<file path="src/rtl/buck_pwm_gen.sv">
// Two-phase interleaved synchronous-buck gate driver.
// Owns the 4 us switching timebase for the upstream one-cycle controller and
// turns its requested on-time into dead-time-separated high/low gate pulses
// for two channels running half a period apart. Enable gating and a sticky
// fault latch both force the gates off; timers keep running regardless.
module buck_pwm_gen #(
  parameter int PERIOD      = 400,
  parameter int PHASE_SHIFT = 200,
  parameter int DEAD_TIME   = 10,
  parameter int MAX_ON      = 200,
  parameter int MIN_ON      = 4
) (
  input  logic        clk,
  input  logic        rst_n,
  input  logic        enable,
  input  logic        fault,
  input  logic        fault_clr,
  input  logic [15:0] inductor_charging_time,
  output logic [15:0] timer_buck_4us_0,
  output logic [15:0] timer_buck_4us_1,
  output logic        gate_hi_0,
  output logic        gate_lo_0,
  output logic        gate_hi_1,
  output logic        gate_lo_1,
  output logic [15:0] ton_applied_0,
  output logic [15:0] ton_applied_1,
  output logic        fault_latched
);

  localparam logic [15:0] PERIOD_M1_W = 16'(PERIOD - 1);
  localparam logic [15:0] PHASE_W     = 16'(PHASE_SHIFT);
  localparam logic [15:0] DEAD_W      = 16'(DEAD_TIME);
  localparam logic [15:0] LO_END_W    = 16'(PERIOD - DEAD_TIME);
  localparam logic [15:0] MAX_ON_W    = 16'(MAX_ON);
  localparam logic [15:0] MIN_ON_W    = 16'(MIN_ON);

  typedef enum logic [2:0] {
    ST_OFF   = 3'd0,
    ST_DT_A  = 3'd1,
    ST_HI_ON = 3'd2,
    ST_DT_B  = 3'd3,
    ST_LO_ON = 3'd4,
    ST_DT_C  = 3'd5
  } gate_state_t;

  // Saturate long requests, drop pulses too short to switch cleanly.
  function automatic logic [15:0] clamp_ton(input logic [15:0] req);
    logic [15:0] res;
    if (req > MAX_ON_W) begin
      res = MAX_ON_W;
    end else if (req < MIN_ON_W) begin
      res = 16'd0;
    end else begin
      res = req;
    end
    return res;
  endfunction

  logic fault_latched_r;
  logic gate_allow_s;

  // Any live fault, latched fault or missing enable blocks gating this cycle.
  assign gate_allow_s = enable & ~fault & ~fault_latched_r;

  // Sticky fault latch; a live fault overrides a simultaneous clear.
  always_ff @(posedge clk or negedge rst_n) begin
    if (!rst_n) begin
      fault_latched_r <= 1'b0;
    end else if (fault) begin
      fault_latched_r <= 1'b1;
    end else if (fault_clr) begin
      fault_latched_r <= 1'b0;
    end else begin
      fault_latched_r <= fault_latched_r;
    end
  end

  for (genvar ch = 0; ch < 2; ch++) begin : g_ch
    localparam logic [15:0] TIMER_INIT = (ch == 0) ? 16'd0 : PHASE_W;

    logic [15:0] timer_r;
    logic [15:0] ton_r;
    logic [15:0] hi_end_s;
    logic [15:0] lo_start_s;
    logic        wrap_s;
    logic        run_r;
    logic        run_nxt_s;
    logic        hi_req_s;
    logic        lo_req_s;
    logic        hi_r;
    logic        lo_r;
    gate_state_t phase_s;
    gate_state_t state_nxt_s;
    gate_state_t state_r;

    assign wrap_s     = (timer_r == PERIOD_M1_W);
    assign hi_end_s   = DEAD_W + ton_r;
    assign lo_start_s = hi_end_s + DEAD_W;

    // Free-running period counter; never gated so the upstream cadence holds.
    always_ff @(posedge clk or negedge rst_n) begin
      if (!rst_n) begin
        timer_r <= TIMER_INIT;
      end else if (wrap_s) begin
        timer_r <= 16'd0;
      end else begin
        timer_r <= timer_r + 16'd1;
      end
    end

    // Shadow on-time: captured only at the wrap, held for the whole period.
    always_ff @(posedge clk or negedge rst_n) begin
      if (!rst_n) begin
        ton_r <= 16'd0;
      end else if (wrap_s) begin
        ton_r <= clamp_ton(inductor_charging_time);
      end else begin
        ton_r <= ton_r;
      end
    end

    // Run flag arms only at a wrap and drops as soon as enable or the latch goes bad.
    always_comb begin
      run_nxt_s = 1'b0;
      if (wrap_s) begin
        run_nxt_s = enable & ~fault_latched_r;
      end else begin
        run_nxt_s = run_r & enable & ~fault_latched_r;
      end
    end

    // Run flag register.
    always_ff @(posedge clk or negedge rst_n) begin
      if (!rst_n) begin
        run_r <= 1'b0;
      end else begin
        run_r <= run_nxt_s;
      end
    end

    // Locate the timer inside the period to find the phase the gates should be in.
    always_comb begin
      phase_s = ST_OFF;
      if (!(run_r && gate_allow_s)) begin
        phase_s = ST_OFF;
      end else if (timer_r < DEAD_W) begin
        phase_s = ST_DT_A;
      end else if (timer_r < hi_end_s) begin
        phase_s = ST_HI_ON;
      end else if (timer_r < lo_start_s) begin
        phase_s = ST_DT_B;
      end else if (timer_r < LO_END_W) begin
        phase_s = ST_LO_ON;
      end else begin
        phase_s = ST_DT_C;
      end
    end

    // A conducting state may only be entered from its own dead-time state,
    // so no path can bypass the both-off interval.
    always_comb begin
      state_nxt_s = phase_s;
      hi_req_s    = 1'b0;
      lo_req_s    = 1'b0;
      case (phase_s)
        ST_HI_ON: begin
          if (state_r == ST_DT_A || state_r == ST_HI_ON) begin
            hi_req_s = 1'b1;
          end else begin
            state_nxt_s = ST_OFF;
          end
        end
        ST_LO_ON: begin
          if (state_r == ST_DT_B || state_r == ST_LO_ON) begin
            lo_req_s = 1'b1;
          end else begin
            state_nxt_s = ST_OFF;
          end
        end
        default: begin
          hi_req_s = 1'b0;
          lo_req_s = 1'b0;
        end
      endcase
    end

    // Gate state plus final registered interlock: a shoot-through request turns both off.
    always_ff @(posedge clk or negedge rst_n) begin
      if (!rst_n) begin
        state_r <= ST_OFF;
        hi_r    <= 1'b0;
        lo_r    <= 1'b0;
      end else begin
        state_r <= state_nxt_s;
        if (hi_req_s && lo_req_s) begin
          hi_r <= 1'b0;
          lo_r <= 1'b0;
        end else begin
          hi_r <= hi_req_s;
          lo_r <= lo_req_s;
        end
      end
    end
  end

  assign timer_buck_4us_0 = g_ch[0].timer_r;
  assign timer_buck_4us_1 = g_ch[1].timer_r;
  assign ton_applied_0    = g_ch[0].ton_r;
  assign ton_applied_1    = g_ch[1].ton_r;
  assign gate_hi_0        = g_ch[0].hi_r;
  assign gate_lo_0        = g_ch[0].lo_r;
  assign gate_hi_1        = g_ch[1].hi_r;
  assign gate_lo_1        = g_ch[1].lo_r;
  assign fault_latched    = fault_latched_r;

endmodule

</file>
<file path="config.mk">
export PLATFORM = sky130hd
export DESIGN_NAME = buck_pwm_gen
export DESIGN_NICKNAME = d
export VERILOG_FILES = /design/src/rtl/buck_pwm_gen.sv
export SDC_FILE = /design/constraint.sdc
export NUM_CORES = 1
export LEC_CHECK = 0
export ABC_AREA = 1
export BUFFER_PORTS_ARGS = -buffer_cell sky130_fd_sc_hd__buf_2
export CAP_MARGIN = 30
export CELL_PAD_IN_SITES_DETAIL_PLACEMENT = 0
export CELL_PAD_IN_SITES_GLOBAL_PLACEMENT = 1
export CORE_ASPECT_RATIO = 1.4
export CORE_UTILIZATION = 43
export DETAILED_ROUTE_END_ITERATION = 10
export PLACE_DENSITY = 0.87
export SLEW_MARGIN = 15
export SYNTH_ARGS = -nofsm -noshare
export SYNTH_HDL_FRONTEND = slang
export SYNTH_SLANG_ARGS = --single-unit
export TNS_END_PERCENT = 1
</file>
<file path="constraint.sdc">
create_clock -name clk -period 4.2 [get_ports clk]
set_input_delay 1.05 -clock clk [delete_from_list [all_inputs] [get_ports clk]]
set_output_delay 1.05 -clock clk [all_outputs]
set_load 0.02 [all_outputs]
</file>
==> metrics <==
clk_lat worst skew about 0.34 ns; WS Path Type reg -> reg; Worst Hold Path EP timer_buck_4us_1[0]$_DFF_PN0_; RSZ-0062 raised after global routing false; crit path buf inv count 3; VDD IR-drop max around 0.15 mV; via count 5,338; global route total overflow 0; clk slew on worst S/H paths around 0.060 ns; Synthesized Nets ~880; Slew Viols, Final 0; crit share post-route 0.841; Seq cells post-synth 77; Chip Width ~100 um; top cell type by total area after synthesis dfrtp_1; layout cell share with drive strength beyond 1 0.178; worst r2r src ton_applied_0[1]$_DFFE_PN0N_; Synthesis Warnings 0; Cell Area, Synth 6000 sq um; Slew HR 0.544; I/O pins 90; hold-critical path depth 1; Site Rows 50; CP max stage delay ~0.53 ns; clock root buffer clkbuf_16; Setup violations, final 0; Worst Path Required ~4.4 ns; pin count of the biggest net entering global routing 50; reg2reg end g_ch[0].state_r[1]$_DFF_PN0_; Final GP Congestion ~0.91; top-area cell type share of the netlist area 0.309; critical path cell sequence ha_1 -> nor2_2 -> nor2_4 -> xor2_2 -> inv_2 -> nor4_4 -> nand2_1 -> nor2_2 -> nand2_1 -> xnor2_1 -> ha_1 -> nand2_1 -> inv_1 -> nand3_1 -> inv_1 -> nand2_1 -> o211a_1 -> nand2_1 -> nand2_1 -> nand2_2 -> nand2_1 -> nand2_1 -> nand2_1 -> nand2_1; CP endpoint kind flop; Critical Path Most Common Cell nand2_1; Arr. time, crit path ~3.8 ns; Hold Fails Final Rpt 0; outcome completed; Post-synth EDFFs 0; synth top area cells dfrtp_1 31%, ha_1 14%, nand2_1 9.8%; Die H around 140 um; worst hold path class reg -> reg; hold_buf cts 0; GRT Util Overall 0.220; CP startpoint kind flop; most frequent cells in the layout 156 x nand2_1, 128 x inv_1, 88 x nor2_1, 88 x buf_2, 74 x dfrtp_1; Crit-path slowest cell dfrtp_1; max_cap viols 0; Largest delay share family, worst path simple AND/OR/NAND/NOR gates; DRT iter0 DRCs approximately 190; final WL approximately 15,000 um; worst-margin pin slew around 0.7 ns; Worst R2R Path Depth 24; Num CTS Buffers 9; clk sinks between 70 and 80; CTS tree done; sequential share of the synthesized area 0.322; vias in the first global route about 5,400; most common cell after layout, fill and taps aside nand2_1; Mapped Cells 797; Die ar. 14,400 sq um; postcts setup bufs 0; Synth async-reset ratio 1.00; hold_sp timer_buck_4us_1[0]$_DFF_PN0_; Routed wire per std cell 13.5 um; IO buf count roughly 90; final HPWL from detailed placement 11,800 um; DRT antenna net count 0; initial antenna violation count 0; Bufs on Longest Clock Path 2; pwr dens 232 nW/um^2; Post-route DRC 0; clk_skew slightly above 0.006 ns; hold slack final about 0.52 ns; fmax approximately 280 MHz; starting density of the core 0.444; Tot Pwr approximately 1600 uW; diode count 0; CTS HTree Levels 3; P_leak between 0.003 and 0.004 uW; Distinct cells, synth between 40 and 50; CP max FO 9; Tmin final approximately 3.5 ns; post_cts resized 0; area delta synth->final 16.8%; first-pass GRT wire length 24,800 um; syn avg cell area around 7.5 sq um; most used flip-flop cell after synthesis dfrtp_1; filler cell count ~1,400; Nets 980; FF-to-FF setup slack 0.67 ns; Pre-antenna DRT Iters 4; setup_tns 0 ns; Vias/cell just under 5; core area around 14,000 sq um
[synth_stat cells (10+ instances only)]
| cell | n |
|---|---|
| xor2_1 | 32 |
| nand3_1 | 34 |
| nor4_1 | 10 |
| xnor2_1 | 10 |
| nand2_2 | 11 |
| dfrtp_1 | 74 |
| nor3_1 | 17 |
| nor2_1 | 88 |
| o21ai_0 | 36 |
| ha_1 | 65 |
| nand2_1 | 156 |
| a21oi_1 | 39 |
| nand4_1 | 21 |
| inv_1 | 128 |
[routing by layer]
metal,global-route usage,up-vias,routed length [um]
met2,0.423,94,7980
met1,0.234,2440,5810
met4,0.0932,0,387
met3,0.0286,21,407
met5,0,-,0
li1,-,2783,-
[state kept, by name, summed over array words and instances, names as in the netlist]
name	cells
fault_latched	1
g_ch.run_r	2
g_ch.state_r	6
gate_hi_0	1
gate_hi_1	1
gate_lo_0	1
gate_lo_1	1
timer_buck_4us_0	16
timer_buck_4us_1	16
ton_applied_0	16
ton_applied_1	16
[metrics by stage]
stage / util / std cells / setup WS, ns / cell area, sq um
5_1_grt: 0.519 / 1081 / 0.254 / 7010
4_1_cts: 0.519 / 1081 / 0.653 / 7010
6_report: 0.519 / 1081 / 0.667 / 7010
2_1_floorplan: - / 797 / 0.946 / 6000
3_3_place_gp: 0.493 / 1064 / 0.704 / 6660
3_5_place_dp: 0.495 / 1065 / 0.681 / 6690
[cell type report]
class	count	area, sq um	share of cell area
clock buffers	11	233	0.0332
clock inverters	5	83.8	0.0120
inverters	135	508	0.0725
multi-input cells	579	3530	0.504
flip-flops and latches	77	1930	0.276
well taps	182	228	0.0325
repair buffers	92	490	0.0700
[logic make-up (layout without fill, tap and decap cells)]
kind of cell / Yosys count / count (layout) / share of synthesized area
and+or+nand+nor: 365 / 365 / 0.285
adders and majority gates: 65 / 65 / 0.136
buffers and inverters: 141 / 243 / 0.0899
DFF: 77 / 77 / 0.322
xor gates and xnor gates: 45 / 45 / 0.0695
AOI/OAI and AO/OA: 104 / 104 / 0.0980
[worst max-delay path by stage]
stage                                 startpoint                           end  slack [ns]  cells past startpoint
floorplan           ton_applied_1[1]$_DFFE_PN0N_  g_ch[1].state_r[1]$_DFF_PN0_        0.95                     22
global placement    ton_applied_0[1]$_DFFE_PN0N_           gate_lo_0$_DFF_PN0_        0.70                     21
detailed placement  ton_applied_0[1]$_DFFE_PN0N_  g_ch[0].state_r[1]$_DFF_PN0_        0.68                     24
CTS                 ton_applied_0[1]$_DFFE_PN0N_  g_ch[0].state_r[1]$_DFF_PN0_        0.65                     24
global route        ton_applied_0[1]$_DFFE_PN0N_           gate_hi_0$_DFF_PN0_        0.25                     24
finish              ton_applied_0[1]$_DFFE_PN0N_  g_ch[0].state_r[1]$_DFF_PN0_        0.67                     24
[worst reg2reg max path, stage by stage, from the launching register on]
cell and delay [ns]:
dfrtp_1 0.53, ha_1 0.24, nor2_2 0.07, nor2_4 0.18, xor2_2 0.18, inv_2 0.08
nor4_4 0.26, nand2_1 0.15, nor2_2 0.15, nand2_1 0.08, xnor2_1 0.18, ha_1 0.28
nand2_1 0.10, inv_1 0.04, nand3_1 0.08, inv_1 0.04, nand2_1 0.06, o211a_1 0.13
nand2_1 0.11, nand2_1 0.10, nand2_2 0.07, nand2_1 0.06, nand2_1 0.09, nand2_1 0.12
nand2_1 0.05
[where the power goes]
group / total (uW) / internal (uW) / switching [uW]
combinational: 34.0 / 11.5 / 22.5
sequential: 743 / 742 / 0.315
clock: 846 / 523 / 323
total: 1620 / 1280 / 346
Note: power is estimated with default switching activity, not from simulation.
